[src/rtl/fir_pkg.sv]
// fir_pkg: shared constants, state encoding and index helper for the
// 61-tap FIR sequencer and its MAC unit.
//   NTAPS  number of taps (depth of coefficient and sample RAMs)
//   AW     RAM address width
//   DW     coefficient/sample width, signed Q1.15
//   ACC_W  accumulator width, signed
//   FRAC   fractional bits removed when rounding
package fir_pkg;

  localparam int NTAPS = 61;
  localparam int AW    = 6;
  localparam int DW    = 16;
  localparam int ACC_W = 32;
  localparam int FRAC  = 15;

  typedef enum logic [1:0] {
    IDLE  = 2'd0,
    ISSUE = 2'd1,
    DRAIN = 2'd2,
    HOLD  = 2'd3
  } state_t;

  // Circular decrement of a sample-RAM index: 0 wraps to NTAPS-1.
  function automatic logic [AW-1:0] dec_idx(input logic [AW-1:0] idx);
    if (idx == '0) return AW'(NTAPS - 1);
    return idx - AW'(1);
  endfunction

endpackage

[src/rtl/fir_mac_unit.sv]
// fir_mac_unit: pipelined multiply-accumulate with rounding to DW bits.
// Optional feature macro: FIR_SAT_EN (clamp instead of wrap on output).
// Ports:
//   clk      clock
//   rst      synchronous active-high reset (clears product and accumulator)
//   clr      clears the accumulator (asserted on the start handshake)
//   prod_en  loads the product register from coef*samp (RAM data valid)
//   acc_en   adds the registered product into the accumulator
//   coef     coefficient RAM read data, signed
//   samp     sample RAM read data, signed
//   result   rounded accumulator, signed DW bits
module fir_mac_unit
  import fir_pkg::*;
(
  input  logic                 clk,
  input  logic                 rst,
  input  logic                 clr,
  input  logic                 prod_en,
  input  logic                 acc_en,
  input  logic signed [DW-1:0] coef,
  input  logic signed [DW-1:0] samp,
  output logic        [DW-1:0] result
);

  logic signed [2*DW-1:0]  prod;
  logic signed [ACC_W-1:0] acc;

  always_ff @(posedge clk) begin
    if (rst) begin
      prod <= '0;
      acc  <= '0;
    end else begin
      if (prod_en) prod <= coef * samp;
      // The accumulator wraps modulo 2**ACC_W; no overflow detection.
      if (clr)         acc <= '0;
      else if (acc_en) acc <= acc + ACC_W'(prod);
    end
  end

  // Round half up: floor((acc + 2**(FRAC-1)) / 2**FRAC) equals
  // floor(acc / 2**FRAC) plus the bit just below the binary point.
`ifdef FIR_SAT_EN
  logic [ACC_W-FRAC:0] r;
  logic                ovf;
  assign r   = {acc[ACC_W-1], acc[ACC_W-1:FRAC]} + (ACC_W-FRAC+1)'(acc[FRAC-1]);
  // r fits in DW bits only when all bits from DW-1 upward equal the sign.
  assign ovf = (r[ACC_W-FRAC:DW-1] != {(ACC_W-FRAC-DW+2){r[ACC_W-FRAC]}});

  always_comb begin
    result = r[DW-1:0];
    if (ovf) result = r[ACC_W-FRAC] ? {1'b1, {(DW-1){1'b0}}} : {1'b0, {(DW-1){1'b1}}};
  end
`else
  assign result = acc[FRAC+DW-1:FRAC] + DW'(acc[FRAC-1]);
`endif

endmodule

[src/rtl/fir_tap_sequencer.sv]
// fir_tap_sequencer: walks the coefficient RAM forward and the circular sample
// RAM backward from the newest sample, feeds fir_mac_unit and holds one
// rounded result per start request.
// Optional feature macro: FIR_SAT_EN (saturating output, see fir_mac_unit).
// Ports:
//   S_AXI_ACLK    clock
//   S_AXI_ARESET  synchronous active-high reset
//   start_valid   request one filter output
//   start_ready   high only in IDLE
//   newest_idx    sample-RAM index of newest sample, captured at start
//   coef_addr     coefficient RAM read address
//   samp_addr     sample RAM read address
//   ram_rd_en     read enable for both RAMs (data back one cycle later)
//   coef_data     coefficient RAM read data
//   samp_data     sample RAM read data
//   result_valid  rounded result available
//   result_ready  consumer accepts result
//   result_data   rounded filter output
//   busy          high in every state except IDLE
//   idx_err       one-cycle pulse when newest_idx >= NTAPS at start
//   state_dbg     current FSM state (fir_pkg::state_t encoding)
//
// Handshakes: a transfer happens on a rising clock edge where valid and
// ready are both high. result_valid stays high and result_data stays stable
// until that edge; start_ready is high only in IDLE, so a start_valid
// presented while busy is simply not accepted and is not remembered.
module fir_tap_sequencer
  import fir_pkg::*;
(
  input  logic          S_AXI_ACLK,
  input  logic          S_AXI_ARESET,
  input  logic          start_valid,
  output logic          start_ready,
  input  logic [AW-1:0] newest_idx,
  output logic [AW-1:0] coef_addr,
  output logic [AW-1:0] samp_addr,
  output logic          ram_rd_en,
  input  logic [DW-1:0] coef_data,
  input  logic [DW-1:0] samp_data,
  output logic          result_valid,
  input  logic          result_ready,
  output logic [DW-1:0] result_data,
  output logic          busy,
  output logic          idx_err,
  output logic [1:0]    state_dbg
);

  state_t state;
  logic   drain_cnt;
  logic   en_d1;     // RAM data valid on coef_data/samp_data
  logic   en_d2;     // registered product valid
  logic   start_hs;

  assign start_hs  = start_valid && start_ready;
  assign state_dbg = state;

  always_ff @(posedge S_AXI_ACLK) begin
    if (S_AXI_ARESET) begin
      state        <= IDLE;
      start_ready  <= 1'b1;
      busy         <= 1'b0;
      idx_err      <= 1'b0;
      ram_rd_en    <= 1'b0;
      coef_addr    <= '0;
      samp_addr    <= '0;
      result_valid <= 1'b0;
      drain_cnt    <= 1'b0;
      en_d1        <= 1'b0;
      en_d2        <= 1'b0;
    end else begin
      idx_err <= 1'b0;
      en_d1   <= ram_rd_en;
      en_d2   <= en_d1;
      case (state)
        IDLE: begin
          if (start_hs) begin
            state       <= ISSUE;
            start_ready <= 1'b0;
            busy        <= 1'b1;
            ram_rd_en   <= 1'b1;
            coef_addr   <= '0;
            // An out-of-range newest index is treated as index 0.
            if (newest_idx >= AW'(NTAPS)) begin
              samp_addr <= '0;
              idx_err   <= 1'b1;
            end else begin
              samp_addr <= newest_idx;
            end
          end
        end
        ISSUE: begin
          if (coef_addr == AW'(NTAPS - 1)) begin
            state     <= DRAIN;
            ram_rd_en <= 1'b0;
            drain_cnt <= 1'b0;
          end else begin
            coef_addr <= coef_addr + AW'(1);
            samp_addr <= dec_idx(samp_addr);
          end
        end
        DRAIN: begin
          // Two cycles: last RAM read lands, then its product is accumulated.
          if (drain_cnt) begin
            state        <= HOLD;
            result_valid <= 1'b1;
          end else begin
            drain_cnt <= 1'b1;
          end
        end
        HOLD: begin
          if (result_ready) begin
            state        <= IDLE;
            result_valid <= 1'b0;
            busy         <= 1'b0;
            start_ready  <= 1'b1;
          end
        end
        default: state <= IDLE;
      endcase
    end
  end

  fir_mac_unit u_mac (
    .clk     (S_AXI_ACLK),
    .rst     (S_AXI_ARESET),
    .clr     (start_hs),
    .prod_en (en_d1),
    .acc_en  (en_d2),
    .coef    (coef_data),
    .samp    (samp_data),
    .result  (result_data)
  );

endmodule

[config.mk]
export PLATFORM = sky130hd
export DESIGN_NAME = fir_tap_sequencer
export DESIGN_NICKNAME = d
export VERILOG_FILES = /design/src/rtl/fir_pkg.sv /design/src/rtl/fir_mac_unit.sv /design/src/rtl/fir_tap_sequencer.sv
export SDC_FILE = /design/constraint.sdc
export NUM_CORES = 1
export LEC_CHECK = 0
export ABC_AREA = 0
export BUFFER_PORTS_ARGS = -buffer_cell sky130_fd_sc_hd__buf_2
export CAP_MARGIN = 20
export CELL_PAD_IN_SITES_DETAIL_PLACEMENT = 2
export CELL_PAD_IN_SITES_GLOBAL_PLACEMENT = 2
export CORE_MARGIN = 2
export CORE_UTILIZATION = 36
export CTS_CLUSTER_DIAMETER = 150
export DETAILED_ROUTE_END_ITERATION = 16
export HOLD_SLACK_MARGIN = 0.03
export MAX_ROUTING_LAYER = met4
export PLACE_DENSITY_LB_ADDON = 0.1
export SLEW_MARGIN = 20
export SYNTH_ARGS = -nofsm -noshare
export SYNTH_HDL_FRONTEND = slang
export SYNTH_SLANG_ARGS = --single-unit
[constraint.sdc]
create_clock -name S_AXI_ACLK -period 6.6 [get_ports S_AXI_ACLK]
set_clock_uncertainty 0.05 [all_clocks]
set_input_delay 0.66 -clock S_AXI_ACLK [delete_from_list [all_inputs] [get_ports S_AXI_ACLK]]
set_output_delay 0.66 -clock S_AXI_ACLK [all_outputs]
set_load 0.03 [all_outputs]
==> flow_summary.ini <==
[status]
status = completed

[die]
core-area_mm2 = 0.0399
rows = 73
die_area_mm2 = 0.0422
pin_count = 77
die_h_um = 205
initial_utilization_pct = 36.6
die_w_um = 205

[route]
via_per_inst = 5.06
firstDrtPassIters = 4
route.vias.total = 11400
wirelength_mm = 40.9
drtAntennaViolNets = 0
wl_per_cell_um = 18.2
post-route-drc-count = 0
dr.first_iter.drc_count = 278

[setup_path]
r2r_slack_ps = 3390
crit_type = in -> reg
crit_path_start_kind = input pin
crit_chain = buf_2, nand2_1, fa_1, inv_1, fa_1, inv_1, fa_1, inv_1, fa_1, fa_1, inv_1, fa_1, inv_1, ha_1, and3_1, nand3_1, a211oi_2, o21ai_2, or2_4, a311oi_2, a31oi_1, xnor2_1, a22o_1
critPathMaxStageDelay_ps = 550
slowest_stage = fa_1
cpMostUsedCell = fa_1
cp.arrival_ps = 6490
crit_required_ps = 6810
cp-end-kind = register
path_max_fanout = 16

[synthesis]
yosys_warnings = 0
async_flop_share_pct = 0
syn_nets = 2067
ys.flop_type = dfxtp_1
netlist.top_cell.by_area = fa_1
syn_area_per_cell_um2 = 8.86
synthCells = 1648
synth_top_area_share_pct = 35.3
synth_edf_count = 0
synth_area_leaders = fa_1 35%, dfxtp_1 12%, ha_1 10%, inv_1 7.7%, and2_1 4.8%
syn_area_mm2 = 0.0146
yosysSeqAreaShare_pct = 11.5
synth_cell_types = 65
ys_ff_latch = 84

[final_layout]
antenna_cells = 0
final_cells = 2250
fill_cells = 4547
area_growth_syn_to_layout_pct = 9.60
nNetsFinal = 2139
layout-drive-gt1-share_pct = 8.75
stdcell_area_mm2 = 0.0160

[timing]
rsz0062_at_grt = no
worst_pin_slew_ps = 1010
fmaxAchievable_mhz = 159
drv_slew = 0
slew-limit-headroom_pct = 32.3
post-route-period-util_pct = 95.3
setup_viol = 0
finalHoldViolCount = 0
min_period_ps = 6290

[job]
cap_violations = 0

[global_route]
grt-ovfl-total = 0
antenna_found_initial = 0
grt_pass1_vias = 13200
grt_pass1_wl_mm = 68.7
grt_max_degree = 52
track_usage_pct = 21.4

[clock_tree]
post_cts_buffers = 0
clk_latency_ps = 360
cts_tree = built
cts.sinks = 84
htree_levels = 3
path_clk_slew_ps = 60
cts_inserted_buffers = 9
postCtsHoldBufs = 0
root_buffer = clkbuf_16
clk_path_buf_depth = 2

[placed_design]
gp_congestion = 0.811
io_buffers = 76
dpl_cell_area_mm2 = 0.0157
placed_cells = 2234
detailed_place_hpwl_mm = 34.7

[worst_hold_path]
min_path_type = reg -> reg
-- logic make-up (layout without fill, tap and decap cells) --
family | after synthesis | count (layout) | synth area share [%]
adders and majority gates | 377 | 377 | 45.5
AOI/OAI and AO/OA | 216 | 216 | 10.2
DFF | 84 | 84 | 11.5
xor gates and xnor gates | 75 | 75 | 4.50
muxes | 38 | 38 | 2.61
and+or+nand+nor | 505 | 505 | 16.6
buffers and inverters | 353 | 430 | 9.08
-- placed cells by master (no fill, tap or decap), types with 4 or more instances in the layout --
cell type and count:
inv_1 300, fa_1 257, nand2_1 182, ha_1 120
and2_1 112, nor2_1 99, dfxtp_1 83, buf_2 73
a21oi_1 67, xnor2_1 52, mux2i_1 38, buf_4 36
o21ai_0 32, a21o_1 27, nand3_1 25, xor2_1 23
nor3_1 19, nand2b_1 17, and3_1 12, nor2b_1 12
a211oi_1 11, a31oi_1 11, clkbuf_16 9, or3_1 8
o21a_1 7, o21bai_1 7, nand4_1 5, o211ai_1 5
o22ai_1 5, o21ai_2 4, and4_1 4, clkinv_2 4
-- Yosys cell counts, drive strengths merged (2+ instances only) --
library cell / count
ha: 120
buf: 4
a22oi: 2
and4: 4
nor3: 19
a21o: 27
a31oi: 11
and3: 12
clkbuf: 47
a31o: 2
o21bai: 7
o211ai: 5
xnor2: 52
or3: 8
o31ai: 2
and2: 112
or2: 2
fa: 257
a2111oi: 5
nand2: 182
nand3: 25
a311oi: 3
dfxtp: 84
nand2b: 17
nand4: 5
o21ai: 40
a21oi: 68
nor2b: 12
inv: 301
nor3b: 3
a211oi: 13
o22ai: 5
xor2: 23
o21a: 7
a221oi: 5
mux2i: 38
nor2: 100
a22o: 2
a21boi: 2
-- worst max-delay path: cells and delay by family --
kind	cells	cell delay [ps]
and+or+nand+nor	4	680
buffers and inverters	6	600
adders and majority gates	7	3350
xor gates and xnor gates	1	140
AOI/OAI and AO/OA	5	1030
-- repair_timing --
action | in CTS | in global routing
hold endpoints to repair | 0 | 0
gates resized for setup | 0 | 5
endpoints found under the setup margin | 0 | 1
-- stage by stage --
stage | TNS (ps) | hold WS, ps | setup WS (ps) | util (%)
floorplan | 0 | 395 | 288 | -
global placement | 0 | 412 | 61.1 | 39.4
detailed placement | -112 | 428 | -74.9 | 39.4
CTS | 0 | 438 | 295 | 40.0
global route | 0 | 464 | 1.77 | 40.1
finish | 0 | 436 | 313 | 40.1
-- worst paths after layout --
kind	startpoint	to	cells after the start
setup / recovery	coef_data[7]	u_mac.prod[29]	23
setup reg to reg	u_mac.prod[0]	u_mac.acc[30]	12
hold reg to reg	u_mac.acc[4]	u_mac.acc[4]	2
hold / removal	u_mac.acc[4]	u_mac.acc[4]	2
-- layer usage --
layer	track usage, %	vias to the layer above	wire length (µm)
met1	24.8	5967	17100
met3	2.19	32	478
met2	40.2	69	22900
li1	-	5307	-
met5	-	-	0
met4	3.55	0	473
-- flip-flops by register name (all words and copies together), names as in the netlist, 2 cells and up --
name        cells
state_dbg       2
samp_addr       6
coef_addr       6
u_mac.prod     31
u_mac.acc      31
-- layout make-up --
type	instances	area, µm²	share of cell area (%)
clock inverters	5	28.8	0.180
clock buffers	11	233	1.45
well taps	525	657	4.11
multi-input cells	1211	11600	72.5
repair buffers	112	658	4.11
inverters	302	1130	7.09
flip-flops and latches	84	1680	10.5
Power is left out: the tool's default activity adds up to more than one toggle a clock period on the data nets, which glitch-free logic cannot reach.
